`src/rtl/alu_seq.sv`:
```
// alu_seq: multi-cycle ALU with start/busy/done handshake, radix-2 Booth multiplier
// and non-restoring divider, returning a double-width {HI,LO} result.
module alu_seq #(
    parameter int WIDTH = 32,
    parameter int SHW   = $clog2(WIDTH)
) (
    input  logic               clk,
    input  logic               rst_n,
    input  logic               start,
    input  logic [12:0]        control,
    input  logic [WIDTH-1:0]   A,
    input  logic [WIDTH-1:0]   B,
    output logic [2*WIDTH-1:0] C,
    output logic               busy,
    output logic               done,
    output logic               err_op,
    output logic               err_dz
);
    localparam logic [2:0] IDLE    = 3'd0;
    localparam logic [2:0] MUL_IT  = 3'd1;
    localparam logic [2:0] DIV_IT  = 3'd2;
    localparam logic [2:0] DIV_FIX = 3'd3;
    localparam logic [2:0] FIN     = 3'd4;
    localparam logic [SHW-1:0] LAST = SHW'(WIDTH - 1);
    logic [2:0]         r_state;
    logic [SHW-1:0]     r_cnt;
    logic               r_busy;
    logic               r_err_op;
    logic               r_err_dz;
    logic [12:0]        r_ctrl;
    logic [WIDTH-1:0]   r_a;
    logic [WIDTH-1:0]   r_b;
    logic [2*WIDTH-1:0] r_c;
    logic [2*WIDTH+1:0] r_p;
    logic [WIDTH+1:0]   r_rem;
    logic [WIDTH-1:0]   r_quo;
    logic [WIDTH-1:0]   r_dvs;
    logic               w_onehot;
    logic               w_big;
    logic [SHW-1:0]     w_sh;
    logic [SHW-1:0]     w_rsh;
    logic [WIDTH-1:0]   w_rot;
    logic [WIDTH-1:0]   w_sra;
    logic [WIDTH:0]     w_sum;
    logic [WIDTH-1:0]   w_lo;
    logic [WIDTH-1:0]   w_hi;
    logic [WIDTH:0]     w_m_ext;
    logic [WIDTH:0]     w_p_sum;
    logic [2*WIDTH+1:0] w_p_next;
    logic [WIDTH+1:0]   w_r2;
    logic [WIDTH+1:0]   w_rem_next;
    logic [WIDTH-1:0]   w_quo_next;
    logic [WIDTH-1:0]   w_rem_mag;
    logic [WIDTH-1:0]   w_abs_a;
    logic [WIDTH-1:0]   w_abs_b;
    logic [2*WIDTH-1:0] w_div_c;

    assign w_onehot = $onehot(r_ctrl);
    assign w_big    = |r_b[WIDTH-1:SHW];
    assign w_sh     = r_b[SHW-1:0];
    assign w_sra    = $signed(r_a) >>> w_sh;
    assign w_sum    = {1'b0, r_a} + {1'b0, r_b};
    // ROL by s is ROR by -s modulo WIDTH, so one rotator serves both.
    assign w_rsh    = r_ctrl[10] ? -w_sh : w_sh;

    always_comb begin
        w_rot = '0;
        for (int i = 0; i < WIDTH; i++) w_rot[i] = r_a[SHW'(i) + w_rsh];
    end

    assign w_lo = r_ctrl[0] ? r_a & r_b :
                  r_ctrl[1] ? r_a | r_b :
                  r_ctrl[2] ? w_sum[WIDTH-1:0] :
                  r_ctrl[3] ? r_a - r_b :
                  r_ctrl[6] ? (w_big ? '0 : r_a >> w_sh) :
                  r_ctrl[7] ? (w_big ? {WIDTH{r_a[WIDTH-1]}} : w_sra) :
                  r_ctrl[8] ? (w_big ? '0 : r_a << w_sh) :
                  (r_ctrl[9] || r_ctrl[10]) ? w_rot :
                  r_ctrl[11] ? -r_b : ~r_b;
    assign w_hi = r_ctrl[2] ? {{(WIDTH-1){1'b0}}, w_sum[WIDTH]} : '0;

    // Booth accumulator is one bit wider than the operand so MIN*MIN cannot overflow.
    assign w_m_ext  = {r_a[WIDTH-1], r_a};
    assign w_p_sum  = (r_p[1:0] == 2'b01) ? r_p[2*WIDTH+1:WIDTH+1] + w_m_ext :
                      (r_p[1:0] == 2'b10) ? r_p[2*WIDTH+1:WIDTH+1] - w_m_ext :
                      r_p[2*WIDTH+1:WIDTH+1];
    assign w_p_next = {w_p_sum[WIDTH], w_p_sum, r_p[WIDTH:1]};

    // Divider iterates on magnitudes; signs are restored in DIV_FIX.
    assign w_abs_a    = r_a[WIDTH-1] ? -r_a : r_a;
    assign w_abs_b    = r_b[WIDTH-1] ? -r_b : r_b;
    assign w_r2       = {r_rem[WIDTH:0], r_quo[WIDTH-1]};
    assign w_rem_next = r_rem[WIDTH+1] ? w_r2 + {2'b00, r_dvs} : w_r2 - {2'b00, r_dvs};
    assign w_quo_next = {r_quo[WIDTH-2:0], ~w_rem_next[WIDTH+1]};
    assign w_rem_mag  = r_rem[WIDTH+1] ? r_rem[WIDTH-1:0] + r_dvs : r_rem[WIDTH-1:0];
    assign w_div_c    = {r_a[WIDTH-1] ? -w_rem_mag : w_rem_mag,
                         (r_a[WIDTH-1] ^ r_b[WIDTH-1]) ? -r_quo : r_quo};

    always_ff @(posedge clk or negedge rst_n) begin
        if (!rst_n) begin
            r_state  <= IDLE;
            r_cnt    <= '0;
            r_busy   <= 1'b0;
            r_err_op <= 1'b0;
            r_err_dz <= 1'b0;
            r_ctrl   <= '0;
            r_a      <= '0;
            r_b      <= '0;
            r_c      <= '0;
            r_p      <= '0;
            r_rem    <= '0;
            r_quo    <= '0;
            r_dvs    <= '0;
        end else begin
            if (!r_busy && start) begin
                r_a      <= A;
                r_b      <= B;
                r_ctrl   <= control;
                r_busy   <= 1'b1;
                r_err_op <= 1'b0;
                r_err_dz <= 1'b0;
            end
            case (r_state)
                IDLE: if (r_busy) begin
                    if (w_onehot && r_ctrl[4]) begin
                        r_state <= MUL_IT;
                        r_p     <= {{(WIDTH+1){1'b0}}, r_b, 1'b0};
                    end else if (w_onehot && r_ctrl[5] && r_b != '0) begin
                        r_state <= DIV_IT;
                        r_rem   <= '0;
                        r_quo   <= w_abs_a;
                        r_dvs   <= w_abs_b;
                    end else begin
                        r_state  <= FIN;
                        r_busy   <= 1'b0;
                        r_c      <= !w_onehot ? '0 : r_ctrl[5] ? {r_a, {WIDTH{1'b1}}} : {w_hi, w_lo};
                        r_err_op <= !w_onehot;
                        r_err_dz <= w_onehot && r_ctrl[5];
                    end
                end
                MUL_IT: begin
                    r_p   <= w_p_next;
                    r_cnt <= r_cnt + 1'b1;
                    if (r_cnt == LAST) begin
                        r_state <= FIN;
                        r_busy  <= 1'b0;
                        r_cnt   <= '0;
                        r_c     <= w_p_next[2*WIDTH:1];
                    end
                end
                DIV_IT: begin
                    r_rem <= w_rem_next;
                    r_quo <= w_quo_next;
                    r_cnt <= r_cnt + 1'b1;
                    if (r_cnt == LAST) begin
                        r_state <= DIV_FIX;
                        r_cnt   <= '0;
                    end
                end
                DIV_FIX: begin
                    r_state <= FIN;
                    r_busy  <= 1'b0;
                    r_c     <= w_div_c;
                end
                FIN: r_state <= IDLE;
                default: r_state <= IDLE;
            endcase
        end
    end

    assign C      = r_c;
    assign busy   = r_busy;
    assign done   = (r_state == FIN);
    assign err_op = r_err_op;
    assign err_dz = r_err_dz;
endmodule

```
`config.mk`:
```
export PLATFORM = sky130hd
export DESIGN_NAME = alu_seq
export DESIGN_NICKNAME = d
export VERILOG_FILES = /design/src/rtl/alu_seq.sv
export SDC_FILE = /design/constraint.sdc
export NUM_CORES = 2
export LEC_CHECK = 0
export BUFFER_PORTS_ARGS = -buffer_cell sky130_fd_sc_hd__buf_2
export CORE_MARGIN = 2
export CORE_UTILIZATION = 25
export CTS_BUF_LIST = sky130_fd_sc_hd__clkbuf_8
export DETAILED_ROUTE_END_ITERATION = 16
export MAX_ROUTING_LAYER = met4
export SYNTH_ARGS = -nofsm -noshare
export SYNTH_HDL_FRONTEND = slang
export SYNTH_SLANG_ARGS = --single-unit
```
`constraint.sdc`:
```
create_clock -name clk -period 16.95 [get_ports clk]
set_clock_uncertainty 0.15 [all_clocks]
set_input_delay 0.8475 -clock clk [delete_from_list [all_inputs] [get_ports clk]]
set_output_delay 0.8475 -clock clk [all_outputs]
set_load 0.1 [all_outputs]
```
==> results.md <==
* Worst Path Required at 17.42 ns
* Maximum clock rate at 132 MHz
* Unrepaired setup endpoints after global routing: no
* CTS tree: built
* Vias in the first global route at 36300
* #FFs+latches synth at 315
* DP Worst Slack at 9.61 ns
* Chip height at 382 um
* Vias/cell at 5.88
* GR Overflow Total at 0
* Layout Utilization at 0.282
* Dpl cell area at 38400 um2
* Final worst slack at 9.40 ns
* Initial Util at 0.252
* Commonest cells post-synth: 565 x nand2_1, 451 x nor2_1, 438 x o21ai_0
* Clk buf depth at 3
* Die width at 382 um
* Area growth from synthesis to layout at 11.7%
* Worst slew pin tran at 1.35 ns
* Post-synth ARST share at 1.00
* DRC at 0
* Global Route Usage Sum at 0.255
* Post-Syn Area at 35700 um2
* Design area at 39900 um2
* Post_cts resized at 0
* Yosys top cell by area: dfrtp_1
* Max-Cap Viols at 0
* Core area at 142000 um2
* Critical path type: register to register
* Critical Path End Type: register
* Worst Setup Start Kind: register
* Post-DP HPWL at 139000 um
* Worst min path class: input pin to asynchronous set/reset pin
* DIE AREA at 146000 um2
* # hold bufs at CTS at 0
* Largest net degree at the start of global routing at 98
* Relative slew slack at 0.0897
* Number of H-tree levels at 3
* Average size of a mapped cell at 7.63 um2
* Warnings from Yosys at 0
* CTS sink cnt at 315
* First-pass GRT wire length at 266000 um
* Mapped Cells at 4680
* Final wirelength at 187000 um
* Final min period at 7.55 ns
* Cell variety after synth at 93
* EDFF count, synth at 0
* GPL Wtd Cong at 1.08
* Sequential area share after synthesis at 0.221
* Clock latency on the worst-skew pair at 0.74 ns
* Most common cell in the netlist: nand2_1
* Avg WL per Cell at 28.3 um
* TritonCTS Buffers at 68
* Outcome: finished clean
* Synthesized Nets at 5023
* Top FF cell, synth: dfrtp_1
* Arrival @ worst endpoint at 8.02 ns
* CTS clk-pin slew, worst paths at 0.06 ns
* Number of antenna violations at the first check in global routing at 15
* Ports at 148
* Initial DRT Pass Iterations at 6
* Crit share post-route at 0.445
* Post-CTS Setup Inserts at 0
* R2R setup slack at 9.40 ns
* Layout net count at 5013
* Row cnt at 138
* Port Buffer Count at 147
* Area share of the largest cell type after synthesis at 0.221
* Root buf cell: clkbuf_8
* Routed Antenna Nets at 0
* Post-route setup TNS at 0 ns
* Initial drt markers at 5184
* Hold Vio Cnt, Final at 0
* Share of cells above drive strength 1 at 0.111
* Setup violators final at 0
* Max Slew Vio Count at 0
* Synth area leaders: dfrtp_1 22%, ha_1 8.7%, o21ai_0 6.1%, nand2_1 5.9%, a21oi_1 5.7%
* Worst-path maximum fanout at 57
* Vias at 38900
[per-stage QoR]
stage	std cells	hold slack (ns)
finish	6616	0.0175
global placement	6490	0.321
floorplan	4680	0.293
CTS	6607	0.0239
detailed placement	6490	0.329
global route	6612	0.0831
[state kept, by name (all words and copies together), names as in the netlist, 3 cells and up]
signal / cells
r_b: 32
r_dvs: 32
r_a: 32
r_cnt: 5
r_quo: 32
r_state: 3
r_p: 65
r_ctrl: 13
C: 64
r_rem: 34
[per-layer routing]
| layer | track usage | vias up | routed length (um) |
|---|---|---|---|
| met1 | 0.326 | 19000 | 75600 |
| met4 | 0.140 | 0 | 12400 |
| met3 | 0.0551 | 497 | 20100 |
| li1 | - | 17000 | - |
| met2 | 0.374 | 2380 | 79400 |
| met5 | - | - | 0 |
[worst paths after layout]
check | startpoint | end | depth (start not counted)
worst max register to register | r_ctrl[1]$_DFFE_PN0P_ | C[24]$_DFFE_PN0P_ | 20
worst max-delay path | r_ctrl[1]$_DFFE_PN0P_ | C[24]$_DFFE_PN0P_ | 20
max in group asynchronous | rst_n | C[42]$_DFFE_PN0P_ | 4
min in group clk | B[4] | r_b[4]$_DFFE_PN0P_ | 3
worst min register to register | C[48]$_DFFE_PN0P_ | C[48]$_DFFE_PN0P_ | 2
worst min-delay path | rst_n | r_rem[28]$_DFFE_PN0P_ | 1
[cell families (layout without fill, tap and decap cells)]
logic type	Yosys count	after routing	synth area share
AOI/OAI and AO/OA	1553	1553	0.274
xor gates and xnor gates	302	302	0.0745
adders and majority gates	265	265	0.0957
buffers and inverters	530	567	0.0563
DFF	315	315	0.221
muxes	252	252	0.0952
other	0	9	0
and+or+nand+nor	1463	1463	0.184
[worst max-delay path, stage by stage, from the launching register on]
cell and delay, ns:
dfrtp_2 0.34, buf_4 0.52, fa_1 0.56, fa_1 0.52
inv_1 0.05, fa_1 0.49, fa_1 0.43, fa_1 0.41
fa_1 0.40, nor3_1 0.19, mux2i_1 0.10, nor4b_2 0.87
and3_1 0.35, mux2_2 0.17, nand2_1 0.08, o21ai_4 0.09
buf_4 0.62, nor2_1 0.47, o211ai_1 0.28, nor2_1 0.08
a41oi_1 0.23
[cell type report]
class | instances | area [um2]
Fill cell | 15400 | 102000
Clock buffer | 83 | 1140
Inverter | 193 | 726
Clock inverter | 34 | 254
Antenna cell | 9 | 22.5
Sequential cell | 315 | 7900
Multi-Input combinational cell | 3835 | 25900
Tap cell | 1890 | 2360
Timing Repair Buffer | 257 | 1570
[cell usage in the layout (no fill, tap or decap), drive strengths merged, types with 51 or more instances in the layout]
master  synthesis  layout
o21ai         445     445
a221oi         57      57
a21oi         408     408
nor2          451     451
ha            249     249
a21o           76      76
a31oi          98      98
clkbuf        281      83
mux2i         159     159
dfrtp         315     315
mux4           67      67
nand3          57      57
xnor2         221     221
inv           186     199
or3            51      51
a211oi         60      60
buf            56     257
nand2         565     565
nor3           92      92
xor2           80      80
Power is left out: the tool's default activity adds up to more than one toggle a clock period on the data nets, which glitch-free logic cannot reach.
